[src/rtl/bus_pkg.sv]
// Shared definitions for the data-bus switch.
//   bus_state_t  : switch FSM states (IDLE, WAIT, ERR).
//   slave_index(): extracts the decode field (top decode_bits of an
//                  addr_bits-wide address) as a slave index.
package bus_pkg;

    typedef enum logic [1:0] {
        IDLE = 2'd0,
        WAIT = 2'd1,
        ERR  = 2'd2
    } bus_state_t;

    // Address is passed zero-extended to 64 bits so one function serves
    // every address width; the caller narrows the result.
    function automatic logic [31:0] slave_index(input logic [63:0] addr,
                                                input int addr_bits,
                                                input int decode_bits);
        logic [63:0] shifted;
        shifted = addr >> (addr_bits - decode_bits);
        return shifted[31:0] & ((32'd1 << decode_bits) - 32'd1);
    endfunction

endpackage

[src/rtl/bus_switch_if.sv]
// Signal bundle for the single-master / N-slave strobe-ack-retry bus.
//   master modport : the surrounding system (CPU data port driving requests,
//                    slave devices driving read data / ack / retry).
//   slave  modport : the switch itself.
// Master side : m_addr, m_out, m_select, m_write, m_strobe -> switch;
//               m_in, m_ack, m_retry, m_error <- switch.
// Slave side  : s_addr, s_in, s_select, s_write, s_strobe <- switch;
//               s_out, s_ack, s_retry -> switch.
// Fault       : fault_clear -> switch; fault_valid, fault_addr <- switch.
interface bus_switch_if #(
    parameter int ADDR_BITS   = 28,
    parameter int WORD_BITS   = 32,
    parameter int SEL_BITS    = 4,
    parameter int DECODE_BITS = 2
);
    localparam int NUM_SLAVES = 2 ** DECODE_BITS;

    logic [ADDR_BITS-1:0]              m_addr;
    logic [WORD_BITS-1:0]              m_out;
    logic [SEL_BITS-1:0]               m_select;
    logic                              m_write;
    logic                              m_strobe;
    logic [WORD_BITS-1:0]              m_in;
    logic                              m_ack;
    logic                              m_retry;
    logic                              m_error;

    logic [ADDR_BITS-DECODE_BITS-1:0]  s_addr;
    logic [WORD_BITS-1:0]              s_in;
    logic [SEL_BITS-1:0]               s_select;
    logic                              s_write;
    logic [NUM_SLAVES-1:0]             s_strobe;
    logic [NUM_SLAVES*WORD_BITS-1:0]   s_out;
    logic [NUM_SLAVES-1:0]             s_ack;
    logic [NUM_SLAVES-1:0]             s_retry;

    logic                              fault_clear;
    logic                              fault_valid;
    logic [ADDR_BITS-1:0]              fault_addr;

    modport master (
        output m_addr, m_out, m_select, m_write, m_strobe,
        input  m_in, m_ack, m_retry, m_error,
        input  s_addr, s_in, s_select, s_write, s_strobe,
        output s_out, s_ack, s_retry,
        output fault_clear,
        input  fault_valid, fault_addr
    );

    modport slave (
        input  m_addr, m_out, m_select, m_write, m_strobe,
        output m_in, m_ack, m_retry, m_error,
        output s_addr, s_in, s_select, s_write, s_strobe,
        input  s_out, s_ack, s_retry,
        input  fault_clear,
        output fault_valid, fault_addr
    );

endinterface

[src/rtl/bus_watchdog.sv]
// Per-transaction ack watchdog.
//   clock, reset : bus clock, synchronous active-high reset.
//   load         : restart the count at 0 (transaction accepted).
//   enable       : a waiting cycle with no ack; advances the count.
//   expire       : this waiting cycle is the TIMEOUT-th since acceptance.
// TIMEOUT = 0 disables the watchdog (expire never asserts).
module bus_watchdog #(
    parameter int TIMEOUT = 255
) (
    input  logic clock,
    input  logic reset,
    input  logic load,
    input  logic enable,
    output logic expire
);
    localparam int CW = (TIMEOUT > 0) ? $clog2(TIMEOUT + 1) : 1;

    logic [CW-1:0] count;

    // Saturating counter: it must never wrap back into the expire window.
    always_ff @(posedge clock) begin
        if (reset || load)
            count <= '0;
        else if (enable && (count != '1))
            count <= count + 1'b1;
    end

    assign expire = (TIMEOUT != 0) && enable && (count == CW'(TIMEOUT - 1));

endmodule

[src/rtl/bus_switch.sv]
// Single-master, N-slave data-bus interconnect with address decode,
// unmapped-region errors, ack timeout and sticky fault-address capture.
//   clock : bus clock.
//   reset : synchronous active-high reset; also forces all combinational
//           outputs low while high.
//   bus   : slave modport of bus_switch_if (master request/response,
//           shared slave request fields, per-slave strobe/ack/retry/data,
//           fault_clear / fault_valid / fault_addr).
module bus_switch
    import bus_pkg::*;
#(
    parameter int ADDR_BITS   = 28,
    parameter int WORD_BITS   = 32,
    parameter int SEL_BITS    = 4,
    parameter int DECODE_BITS = 2,
    parameter logic [2**DECODE_BITS-1:0] PRESENT = 'b1101,
    parameter int TIMEOUT     = 255
) (
    input  logic     clock,
    input  logic     reset,
    bus_switch_if.slave bus
);
    localparam int NUM_SLAVES = 2 ** DECODE_BITS;
    localparam int LOW_BITS   = ADDR_BITS - DECODE_BITS;

    bus_state_t             state, next_state;
    logic [DECODE_BITS-1:0] tgt, owner;
    logic [ADDR_BITS-1:0]   req_addr;
    logic [ADDR_BITS-1:0]   err_addr;
    logic                   mapped, own_ack, expire, wd_enable;
    logic                   accept, err_evt;

    logic [NUM_SLAVES-1:0]  s_strobe_c;
    logic [WORD_BITS-1:0]   m_in_c;
    logic                   m_ack_c, m_retry_c, m_error_c;

    assign tgt       = DECODE_BITS'(slave_index(64'(bus.m_addr), ADDR_BITS, DECODE_BITS));
    assign mapped    = PRESENT[tgt];
    assign own_ack   = bus.s_ack[owner];
    assign wd_enable = (state == WAIT) && !own_ack && !reset;

    bus_watchdog #(.TIMEOUT(TIMEOUT)) u_watchdog (
        .clock  (clock),
        .reset  (reset),
        .load   (accept),
        .enable (wd_enable),
        .expire (expire)
    );

    always_comb begin
        next_state = state;
        accept     = 1'b0;
        err_evt    = 1'b0;
        s_strobe_c = '0;
        m_in_c     = '0;
        m_ack_c    = 1'b0;
        m_retry_c  = 1'b0;
        m_error_c  = 1'b0;
        // Unmapped errors are reported against the live address; timeouts
        // against the address latched at acceptance.
        err_addr   = (state == IDLE) ? bus.m_addr : req_addr;

        case (state)
            IDLE: begin
                if (bus.m_strobe) begin
                    if (mapped) begin
                        s_strobe_c[tgt] = 1'b1;
                        if (bus.s_retry[tgt]) begin
                            m_retry_c = 1'b1;
                        end else begin
                            accept     = 1'b1;
                            next_state = WAIT;
                        end
                    end else begin
                        err_evt    = 1'b1;
                        next_state = ERR;
                    end
                end
            end
            WAIT: begin
                // Only one transaction in flight: any new request bounces.
                m_retry_c = bus.m_strobe;
                if (own_ack) begin
                    m_ack_c    = 1'b1;
                    m_in_c     = bus.s_out[owner*WORD_BITS +: WORD_BITS];
                    next_state = IDLE;
                end else if (expire) begin
                    m_ack_c    = 1'b1;
                    m_error_c  = 1'b1;
                    err_evt    = 1'b1;
                    next_state = IDLE;
                end
            end
            ERR: begin
                m_retry_c  = bus.m_strobe;
                m_ack_c    = 1'b1;
                m_error_c  = 1'b1;
                next_state = IDLE;
            end
            default: next_state = IDLE;
        endcase

        if (reset) begin
            accept     = 1'b0;
            err_evt    = 1'b0;
            s_strobe_c = '0;
            m_in_c     = '0;
            m_ack_c    = 1'b0;
            m_retry_c  = 1'b0;
            m_error_c  = 1'b0;
        end
    end

    assign bus.s_strobe = s_strobe_c;
    assign bus.m_in     = m_in_c;
    assign bus.m_ack    = m_ack_c;
    assign bus.m_retry  = m_retry_c;
    assign bus.m_error  = m_error_c;

    // Shared slave request fields are plain pass-through, held low in reset.
    assign bus.s_addr   = reset ? '0   : bus.m_addr[LOW_BITS-1:0];
    assign bus.s_in     = reset ? '0   : bus.m_out;
    assign bus.s_select = reset ? '0   : bus.m_select;
    assign bus.s_write  = reset ? 1'b0 : bus.m_write;

    always_ff @(posedge clock) begin
        if (reset) begin
            state    <= IDLE;
            owner    <= '0;
            req_addr <= '0;
        end else begin
            state <= next_state;
            if (accept) begin
                owner    <= tgt;
                req_addr <= bus.m_addr;
            end
        end
    end

    // Sticky fault: a new error wins over a simultaneous clear, and the
    // address is only taken on the 0->1 edge so it records the first error.
    always_ff @(posedge clock) begin
        if (reset) begin
            bus.fault_valid <= 1'b0;
            bus.fault_addr  <= '0;
        end else if (err_evt) begin
            bus.fault_valid <= 1'b1;
            if (!bus.fault_valid)
                bus.fault_addr <= err_addr;
        end else if (bus.fault_clear) begin
            bus.fault_valid <= 1'b0;
        end
    end

endmodule

[src/flat_wrapper.sv]
// flat-port wrapper written by rule: the top's interface ports become plain ports
module bus_switch_flat import bus_pkg::*;
#(
    parameter int ADDR_BITS   = 28,
    parameter int WORD_BITS   = 32,
    parameter int SEL_BITS    = 4,
    parameter int DECODE_BITS = 2,
    parameter logic [2**DECODE_BITS-1:0] PRESENT = 'b1101,
    parameter int TIMEOUT     = 255
)
  (clock, reset, bus_m_addr, bus_m_out, bus_m_select, bus_m_write, bus_m_strobe, bus_m_in, bus_m_ack, bus_m_retry, bus_m_error, bus_s_addr, bus_s_in, bus_s_select, bus_s_write, bus_s_strobe, bus_s_out, bus_s_ack, bus_s_retry, bus_fault_clear, bus_fault_valid, bus_fault_addr);
  bus_switch_if #(.ADDR_BITS(ADDR_BITS), .WORD_BITS(WORD_BITS), .SEL_BITS(SEL_BITS), .DECODE_BITS(DECODE_BITS)) bus_i ();
  input  logic clock;
  input  logic reset;
  input wire logic [$bits(bus_i.m_addr)-1:0] bus_m_addr;
  input wire logic [$bits(bus_i.m_out)-1:0] bus_m_out;
  input wire logic [$bits(bus_i.m_select)-1:0] bus_m_select;
  input wire logic [$bits(bus_i.m_write)-1:0] bus_m_write;
  input wire logic [$bits(bus_i.m_strobe)-1:0] bus_m_strobe;
  output wire logic [$bits(bus_i.m_in)-1:0] bus_m_in;
  output wire logic [$bits(bus_i.m_ack)-1:0] bus_m_ack;
  output wire logic [$bits(bus_i.m_retry)-1:0] bus_m_retry;
  output wire logic [$bits(bus_i.m_error)-1:0] bus_m_error;
  output wire logic [$bits(bus_i.s_addr)-1:0] bus_s_addr;
  output wire logic [$bits(bus_i.s_in)-1:0] bus_s_in;
  output wire logic [$bits(bus_i.s_select)-1:0] bus_s_select;
  output wire logic [$bits(bus_i.s_write)-1:0] bus_s_write;
  output wire logic [$bits(bus_i.s_strobe)-1:0] bus_s_strobe;
  input wire logic [$bits(bus_i.s_out)-1:0] bus_s_out;
  input wire logic [$bits(bus_i.s_ack)-1:0] bus_s_ack;
  input wire logic [$bits(bus_i.s_retry)-1:0] bus_s_retry;
  input wire logic [$bits(bus_i.fault_clear)-1:0] bus_fault_clear;
  output wire logic [$bits(bus_i.fault_valid)-1:0] bus_fault_valid;
  output wire logic [$bits(bus_i.fault_addr)-1:0] bus_fault_addr;
  assign bus_i.m_addr = bus_m_addr;
  assign bus_i.m_out = bus_m_out;
  assign bus_i.m_select = bus_m_select;
  assign bus_i.m_write = bus_m_write;
  assign bus_i.m_strobe = bus_m_strobe;
  assign bus_m_in = bus_i.m_in;
  assign bus_m_ack = bus_i.m_ack;
  assign bus_m_retry = bus_i.m_retry;
  assign bus_m_error = bus_i.m_error;
  assign bus_s_addr = bus_i.s_addr;
  assign bus_s_in = bus_i.s_in;
  assign bus_s_select = bus_i.s_select;
  assign bus_s_write = bus_i.s_write;
  assign bus_s_strobe = bus_i.s_strobe;
  assign bus_i.s_out = bus_s_out;
  assign bus_i.s_ack = bus_s_ack;
  assign bus_i.s_retry = bus_s_retry;
  assign bus_i.fault_clear = bus_fault_clear;
  assign bus_fault_valid = bus_i.fault_valid;
  assign bus_fault_addr = bus_i.fault_addr;
  bus_switch #(.ADDR_BITS(ADDR_BITS), .WORD_BITS(WORD_BITS), .SEL_BITS(SEL_BITS), .DECODE_BITS(DECODE_BITS), .PRESENT(PRESENT), .TIMEOUT(TIMEOUT)) u_core (.clock(clock), .reset(reset), .bus(bus_i));
endmodule
[config.mk]
export PLATFORM = sky130hd
export DESIGN_NAME = bus_switch_flat
export DESIGN_NICKNAME = d
export VERILOG_FILES = /design/src/rtl/bus_pkg.sv /design/src/rtl/bus_switch_if.sv /design/src/rtl/bus_watchdog.sv /design/src/rtl/bus_switch.sv /design/src/flat_wrapper.sv
export SDC_FILE = /design/constraint.sdc
export NUM_CORES = 1
export LEC_CHECK = 0
export CAP_MARGIN = 20
export CELL_PAD_IN_SITES_DETAIL_PLACEMENT = 0
export CELL_PAD_IN_SITES_GLOBAL_PLACEMENT = 2
export CORE_MARGIN = 2
export CORE_UTILIZATION = 19
export DETAILED_ROUTE_END_ITERATION = 16
export GPL_TIMING_DRIVEN = 0
export HOLD_SLACK_MARGIN = 0.08
export MAX_ROUTING_LAYER = met4
export PLACE_DENSITY = 0.83
export SYNTH_ARGS = -nofsm -noshare
export SYNTH_HDL_FRONTEND = slang
export SYNTH_HIERARCHICAL = 1
export SYNTH_SLANG_ARGS = --single-unit
[constraint.sdc]
create_clock -name clock -period 4.8 [get_ports clock]
set_input_delay 0.72 -clock clock [delete_from_list [all_inputs] [get_ports clock]]
set_output_delay 0.72 -clock clock [all_outputs]
set_load 0.01 [all_outputs]
==> run metrics, run 1 <==
largest cells by area after synthesis=dfxtp_1 (29%), mux4_2 (17%), nor2b_1 (14%), mux2i_1 (6.6%), a21oi_1 (6.4%); critical path's top delay family=simple AND/OR/NAND/NOR gates; core box area=between 20000 and 25000 um^2; clock buffer depth=2; commonest non-fill, non-tap cells in the layout=clkdlybuf4s50_1 (334), nor2b_1 (99), dfxtp_1 (67); asr flop ratio synth=0; routability-driven placement congestion ratio=0.8720; status=complete, no violations; die height=about 160 um; leading area contributor after synthesis=dfxtp_1; GRT Overall Usage=0.1677; non-filler cells in the finished layout=1167; drt total wl=~21000 um; R2R Path Start=u_core/owner[1]; drt pass-1 iters=4; drc violations=0; Final setup violation count=0; Static Leak=3.005 nW; area of the mapped netlist=approximately 4600 um^2; R2R cell count=10; Die W=around 160 um; setup slack, reg-to-reg=around 1.7 ns; starting density of the core=0.1939; total power=roughly 1.9 mW; Root Driver=clkbuf_16; crit-path max cell delay=0.65 ns; NumNets Final=1054; most common cell after layout, fill and taps aside=clkdlybuf4s50_1; min Tclk post-route=about 4.6 ns; peak supply drop=~170 uV; Wirelength per Cell=18.04 um; 1st-iter DRT viols=240; # rows=56; Netlist cell types=between 40 and 50; area share of the largest cell type after synthesis=0.2947; HPWL after DPL=roughly 17000 um; cells after synthesis=between 400 and 500; Fmax achieved=0.2194 GHz; critical path startpoint=bus_s_ack[1]; WS Path Type=in -> out; worst path required time=4.08 ns; Pwr Density=approximately 220 nW/um^2; worst min-delay path category=reg -> reg; Max-Cap Viols=0; die area=~25000 um^2; worst hold slack=about 0.45 ns; CTS H-tree lvls=3; Post-synth EDFFs=0; crit path max fanout=6; Area Growth Syn to Fin=89.85%; Final ANT Viol Nets=0; Port Buf Inserts=between 300 and 400; crit path to=bus_m_error; ant diodes=0; Ports=about 340; met2 GRT Util=0.3073; slowest CP cell=clkdlybuf4s50_1; vias in the first global route=5045; clk sinks=67; crit-path cells=clkdlybuf4s50_1 > mux4_2 > nor3b_4 > nand2_1 > nor3_2 > nand2_1 > or2_4 > nor2b_1 > nor3b_1 > clkdlybuf4s50_1; CTS Hold Bufs=0; FF+latch count, synth=67; Crit. End Element=output pin; grt total ovfl=0; part of the Yosys area used for sequential elements=0.2947; antenna violations before repair=0; GRT Max-Usage Layer=met2; Mapped Avg Cell Area=9.156 um^2; Final Max Slew Viols=0; placed insts=between 1k and 1.5k; Worst-path clk slew=0.05 ns; Buf/Inv on CP=2; reg2reg end=u_core/bus.fault_addr[21]; met1 capacity usage during global routing=0.1859; syn nets=roughly 710; Slew @ Worst Pin=0.8476 ns; met3 Usage GRT=0.04154; CTS tree=yes; top_reg_cell synth=dfxtp_1; largest net degree at the start of global routing=20; Clk Latency, worst-skew pair=0.32 ns; total number of vias=roughly 5k; Setup Skew=0.005547 ns; Final Hold Vio Count=0; TritonCTS Buffers=9; RSZ-0062 raised after global routing=false; Arr. time, crit path=approximately 3.8 ns; synth warn=6; number of stages on the worst setup path=10; startpoint types=primary input; Slew headroom=0.4349; via-per-instance ratio=approximately 4.3; first-pass GRT wire length=around 32000 um; share of cells above drive strength 1=0.09670; Final period util=0.9495
state kept, by name, summed over array words and instances (netlist names):
register,flops
u_core/bus.fault_valid,1
u_core/req_addr,26
u_core/owner,2
u_core/state,2
u_core/u_watchdog/count,8
u_core/bus.fault_addr,28
what timing repair did:
action / 4_1_cts / 5_1_grt
buffers inserted: 0 / 2
endpoints found under the setup margin: 2 / 1
gates resized for setup: 4 / 1
gates cloned: 0 / 0
pin swaps: 0 / 1
layout make-up:
cell class                 instances  area (um^2)
fill                            2415        14830
timing repair buffer             336         3358
multi-input combinational        376         2948
sequential                        67         1341
tap                              319        399.1
clock buffer                      13        270.3
buffer                            43        235.2
clock inverter                     3        45.04
inverter                          10        42.54
kinds of logic (layout without fill, tap and decap cells):
family / count (synthesis) / after routing / share of synthesized area
and+or+nand+nor: 201 / 201 / 0.2444
AOI/OAI and AO/OA: 103 / 103 / 0.1457
DFF: 67 / 67 / 0.2947
muxes: 65 / 65 / 0.2367
buffers and inverters: 54 / 405 / 0.06104
adders and majority gates: 6 / 6 / 0.01650
other: 1 / 1 / 0.0008241
Yosys cell counts, drive strengths merged, types with 3 or more instances:
cell type,n
nor2b,99
dfxtp,67
nand2,60
a21oi,59
mux4,34
a211oi,31
clkbuf,30
mux2i,30
buf,14
inv,9
nor3,8
nor2,7
ha,6
nor3b,5
nand3,4
or3,4
o21ai,3
through the flow:
| step | TNS (ns) | setup slack (ns) | utilization | cell area (um^2) |
|---|---|---|---|---|
| 2_1_floorplan | 0 | 1.125 | - | 4551 |
| 5_1_grt | 0 | 0.05892 | 0.3681 | 8640 |
| 3_5_place_dp | -0.9669 | -0.6272 | 0.3533 | 8293 |
| 6_report | 0 | 0.2426 | 0.3681 | 8640 |
| 3_3_place_gp | -1.024 | -0.6384 | 0.3533 | 8293 |
| 4_1_cts | 0 | 0.06062 | 0.3672 | 8620 |
worst min path at each step:
stage                                    from             endpoint  slack, ns  depth (start not counted)
after floorplan            u_core/req_addr[0]   u_core/req_addr[0]       0.44                          2
after global placement    u_core/req_addr[25]  u_core/req_addr[25]       0.44                          2
after detailed placement  u_core/req_addr[18]  u_core/req_addr[18]       0.45                          2
after CTS                  u_core/req_addr[2]   u_core/req_addr[2]       0.45                          2
after global routing      u_core/req_addr[25]  u_core/req_addr[25]       0.47                          2
final                     u_core/req_addr[18]  u_core/req_addr[18]       0.45                          2
where the power goes:
part	total, mW	internal [mW]	switching (mW)
sequential	0.597	0.582	0.0151
combinational	0.591	0.364	0.227
clock	0.680	0.445	0.235
total	1.87	1.39	0.477
worst reg2reg max path: stages, from the launching register on:
cell and delay [ns]:
dfxtp_1 0.33, clkbuf_1 0.40, mux4_2 0.52, nor3b_4 0.30, nand2_1 0.11, nor3_2 0.28
nand2_1 0.13, or2_4 0.27, a21oi_4 0.33, buf_6 0.21, a211oi_1 0.08
per-layer routing:
layer  vias to the layer above  wire, um
met3                         6      1383
met4                         0       116
met2                       203     11170
met5                         -         0
li1                       2467         -
met1                      2306      8385
No activity file was read; power rests on OpenSTA's default activity.
==> inputs of run 2 (changes only) <==
CORE_ASPECT_RATIO = 0.75   (was default)
==> run 2 against run 1 <==
  * Global-route usage is 0.93 points lower
  * Flip-flop and latch count stayed put
  * Total power is 2.6% lower
  * Utilization is 0.60 points lower
  * Final cell count is 1.0% lower
  * Setup slack worse by 0.0097 ns
  * Non-clock buffer count is 1 higher
  * Register-to-register slack hardly changed
  * Wire length is 5.2% lower
==> run metrics, run 2 (synthesis results as in run 1) <==
setup slack, reg-to-reg=1.72 ns (about the same); via-per-instance ratio=4.313 (was 4.269); drt total wl=19970 um (was 21060 um); Crit. End Element=output pin (unchanged); Clk Latency, worst-skew pair=0.33 ns (was 0.32 ns); CTS H-tree lvls=3 (unchanged); GRT Overall Usage=0.1584 (was 0.1677); 1st-iter DRT viols=198 (was 240); vias in the first global route=4898 (was 5045); Largest Register=u_core/bus.fault_addr (unchanged); commonest non-fill, non-tap cells in the layout=clkdlybuf4s50_1 (334), nor2b_1 (99), dfxtp_1 (67) (unchanged); Setup Skew=0.01162 ns (was 0.005547 ns); Arr. time, crit path=3.85 ns (was 3.84 ns); startpoint types=primary input (unchanged); Root Driver=clkbuf_16 (unchanged); ant diodes=0 (unchanged); # fillers=2426 (was 2415); Area Growth Syn to Fin=88.75% (was 89.85%); routability-driven placement congestion ratio=0.7674 (was 0.8720); NumNets Final=1055 (was 1054); final core utilization=0.3620 (was 0.3681); Die W=182.7 um (was 158.8 um); CTS Hold Bufs=0 (unchanged); largest net degree at the start of global routing=15 (was 20); Ports=336 (unchanged); TNS Setup=0 ns (unchanged); Hold Startpoint=u_core/req_addr[7] (was u_core/req_addr[18]); max reg flops=28 (unchanged); grt total ovfl=0 (unchanged); share of cells above drive strength 1=0.09776 (was 0.09670); die height=138.0 um (was 158.8 um); Worst-path clk slew=0.06 ns (was 0.05 ns); crit path max fanout=10 (was 6); Hold Path End=u_core/req_addr[7] (was u_core/req_addr[18]); starting density of the core=0.1918 (was 0.1939); total number of vias=4981 (was 4982); WS Path Type=in -> out (unchanged); Final Max Slew Viols=0 (unchanged); min Tclk post-route=4.567 ns (was 4.557 ns); RSZ-0062 raised after global routing=false (unchanged); clk sinks=67 (unchanged); crit-path max cell delay=0.59 ns (was 0.65 ns); antenna violations before repair=0 (unchanged); Pwr Density=211.7 nW/um^2 (was 216.2 nW/um^2); Wirelength per Cell=17.29 um (was 18.04 um); Hold Path Stages=2 (unchanged); reg2reg end=u_core/bus.fault_addr[20] (was u_core/bus.fault_addr[21]); drc violations=0 (unchanged); Fmax achieved=0.2190 GHz (was 0.2194 GHz); TritonCTS Buffers=9 (unchanged); first-pass GRT wire length=30010 um (was 31760 um); R2R cell count=10 (unchanged); R2R Path Start=u_core/owner[1] (unchanged); clock buffer depth=2 (unchanged); # rows=49 (was 56); Max-Cap Viols=0 (unchanged); slowest CP cell=clkdlybuf4s50_1 (unchanged); Slew @ Worst Pin=0.9086 ns (was 0.8476 ns); worst path required time=4.08 ns (about the same); CTS tree=yes (unchanged); die area=25220 um^2 (was 25200 um^2); Port Buf Inserts=334 (unchanged); core box area=23730 um^2 (was 23470 um^2); worst min-delay path category=reg -> reg (unchanged); Final Hold Vio Count=0 (unchanged); biggest regs=u_core/bus.fault_addr (28), u_core/req_addr (26), u_core/u_watchdog/count (8) (unchanged); status=complete, no violations (unchanged); most common cell after layout, fill and taps aside=clkdlybuf4s50_1 (unchanged); crit-path cells=clkdlybuf4s50_1 > buf_2 > clkbuf_2 > nor3b_4 > nand2_1 > nor3_1 > nand2_1 > or2_4 > nor2b_1 > nor3b_1 > clkdlybuf4s50_1 (was clkdlybuf4s50_1 > mux4_2 > nor3b_4 > nand2_1 > nor3_2 > nand2_1 > or2_4 > nor2b_1 > nor3b_1 > clkdlybuf4s50_1); total power=1.819 mW (was 1.867 mW); Slew headroom=0.3943 (was 0.4349); Static Leak=2.987 nW (was 3.005 nW); Final ANT Viol Nets=0 (unchanged); Final period util=0.9515 (was 0.9495); Final setup violation count=0 (unchanged); HPWL after DPL=16120 um (was 17350 um); peak supply drop=176.4 uV (was 171.2 uV); drt pass-1 iters=5 (was 4)
==> run 2: cell count changes in the layout (fill, tap and decap cells not counted) <==
cell / delta
clkbuf_4: -1
buf_2: +1
nor3_2: -1
clkbuf_1: -1
clkbuf_2: +1
clkinvlp_4: +2
bufinv_16: -1
inv_8: +1
clkbuf_8: -3
nor3_1: +1
inv_6: +2
==> run 2: worst max-delay path by stage <==
stage | from | to | slack, ns | cells past startpoint
3_3_place_gp | reset | bus_m_error | -0.49 | 11
2_1_floorplan | bus_s_ack[3] | bus_m_error | 1.12 | 8
6_report | reset | bus_m_error | 0.23 | 11
5_1_grt | reset | bus_m_error | 0.06 | 11
4_1_cts | reset | bus_m_error | 0.05 | 11
3_5_place_dp | reset | bus_m_error | -0.42 | 11
==> run 2: layout make-up <==
type / count / area [um^2] / area share
Sequential cell: 67 / 1341 / 0.1562
Clock buffer: 9 / 225.2 / 0.02622
Clock inverter: 7 / 58.81 / 0.006846
Tap cell: 306 / 382.9 / 0.04457
Multi-Input combinational cell: 376 / 2943 / 0.3426
Buffer: 44 / 237.7 / 0.02768
Timing Repair Buffer: 336 / 3358 / 0.3910
Inverter: 10 / 42.54 / 0.004953
==> run 2: per-stage QoR <==
step	setup slack (ns)	hold WS (ns)	instance area, um^2	std cells
after floorplan	1.125	0.4357	4551	497
after global placement	-0.4866	0.4416	8277	1137
after detailed placement	-0.4248	0.4460	8277	1137
after CTS	0.05274	0.4556	8574	1153
after global routing	0.05619	0.4710	8589	1155
final	0.2329	0.4537	8589	1155
==> run 2: routing by layer <==
metal	GRT usage	vias up	share of wire
met1	0.2144	2320	0.48
met4	0.02632	0	0.0078
met2	0.2433	174	0.45
met3	0.03820	8	0.064
met5	-	-	0
li1	-	2479	-
==> run 2: worst max-delay path: cells and delay by family <==
kind / cells / cell delay (ns)
simple gates: 7 / 1.42
buf+inv: 4 / 1.69
==> run 2: report_power, final <==
part           internal, mW  switching, mW  leakage, nW
registers             0.581         0.0159        0.544
clock network         0.357          0.271        0.127
logic                 0.364          0.230         2.32
==> run 2: repair_timing <==
action	4_1_cts	5_1_grt
setup buffers	0	2
endpoints found under the hold margin	0	0
gates resized for setup	4	1
endpoints found under the setup margin	2	1
pin swaps	0	1
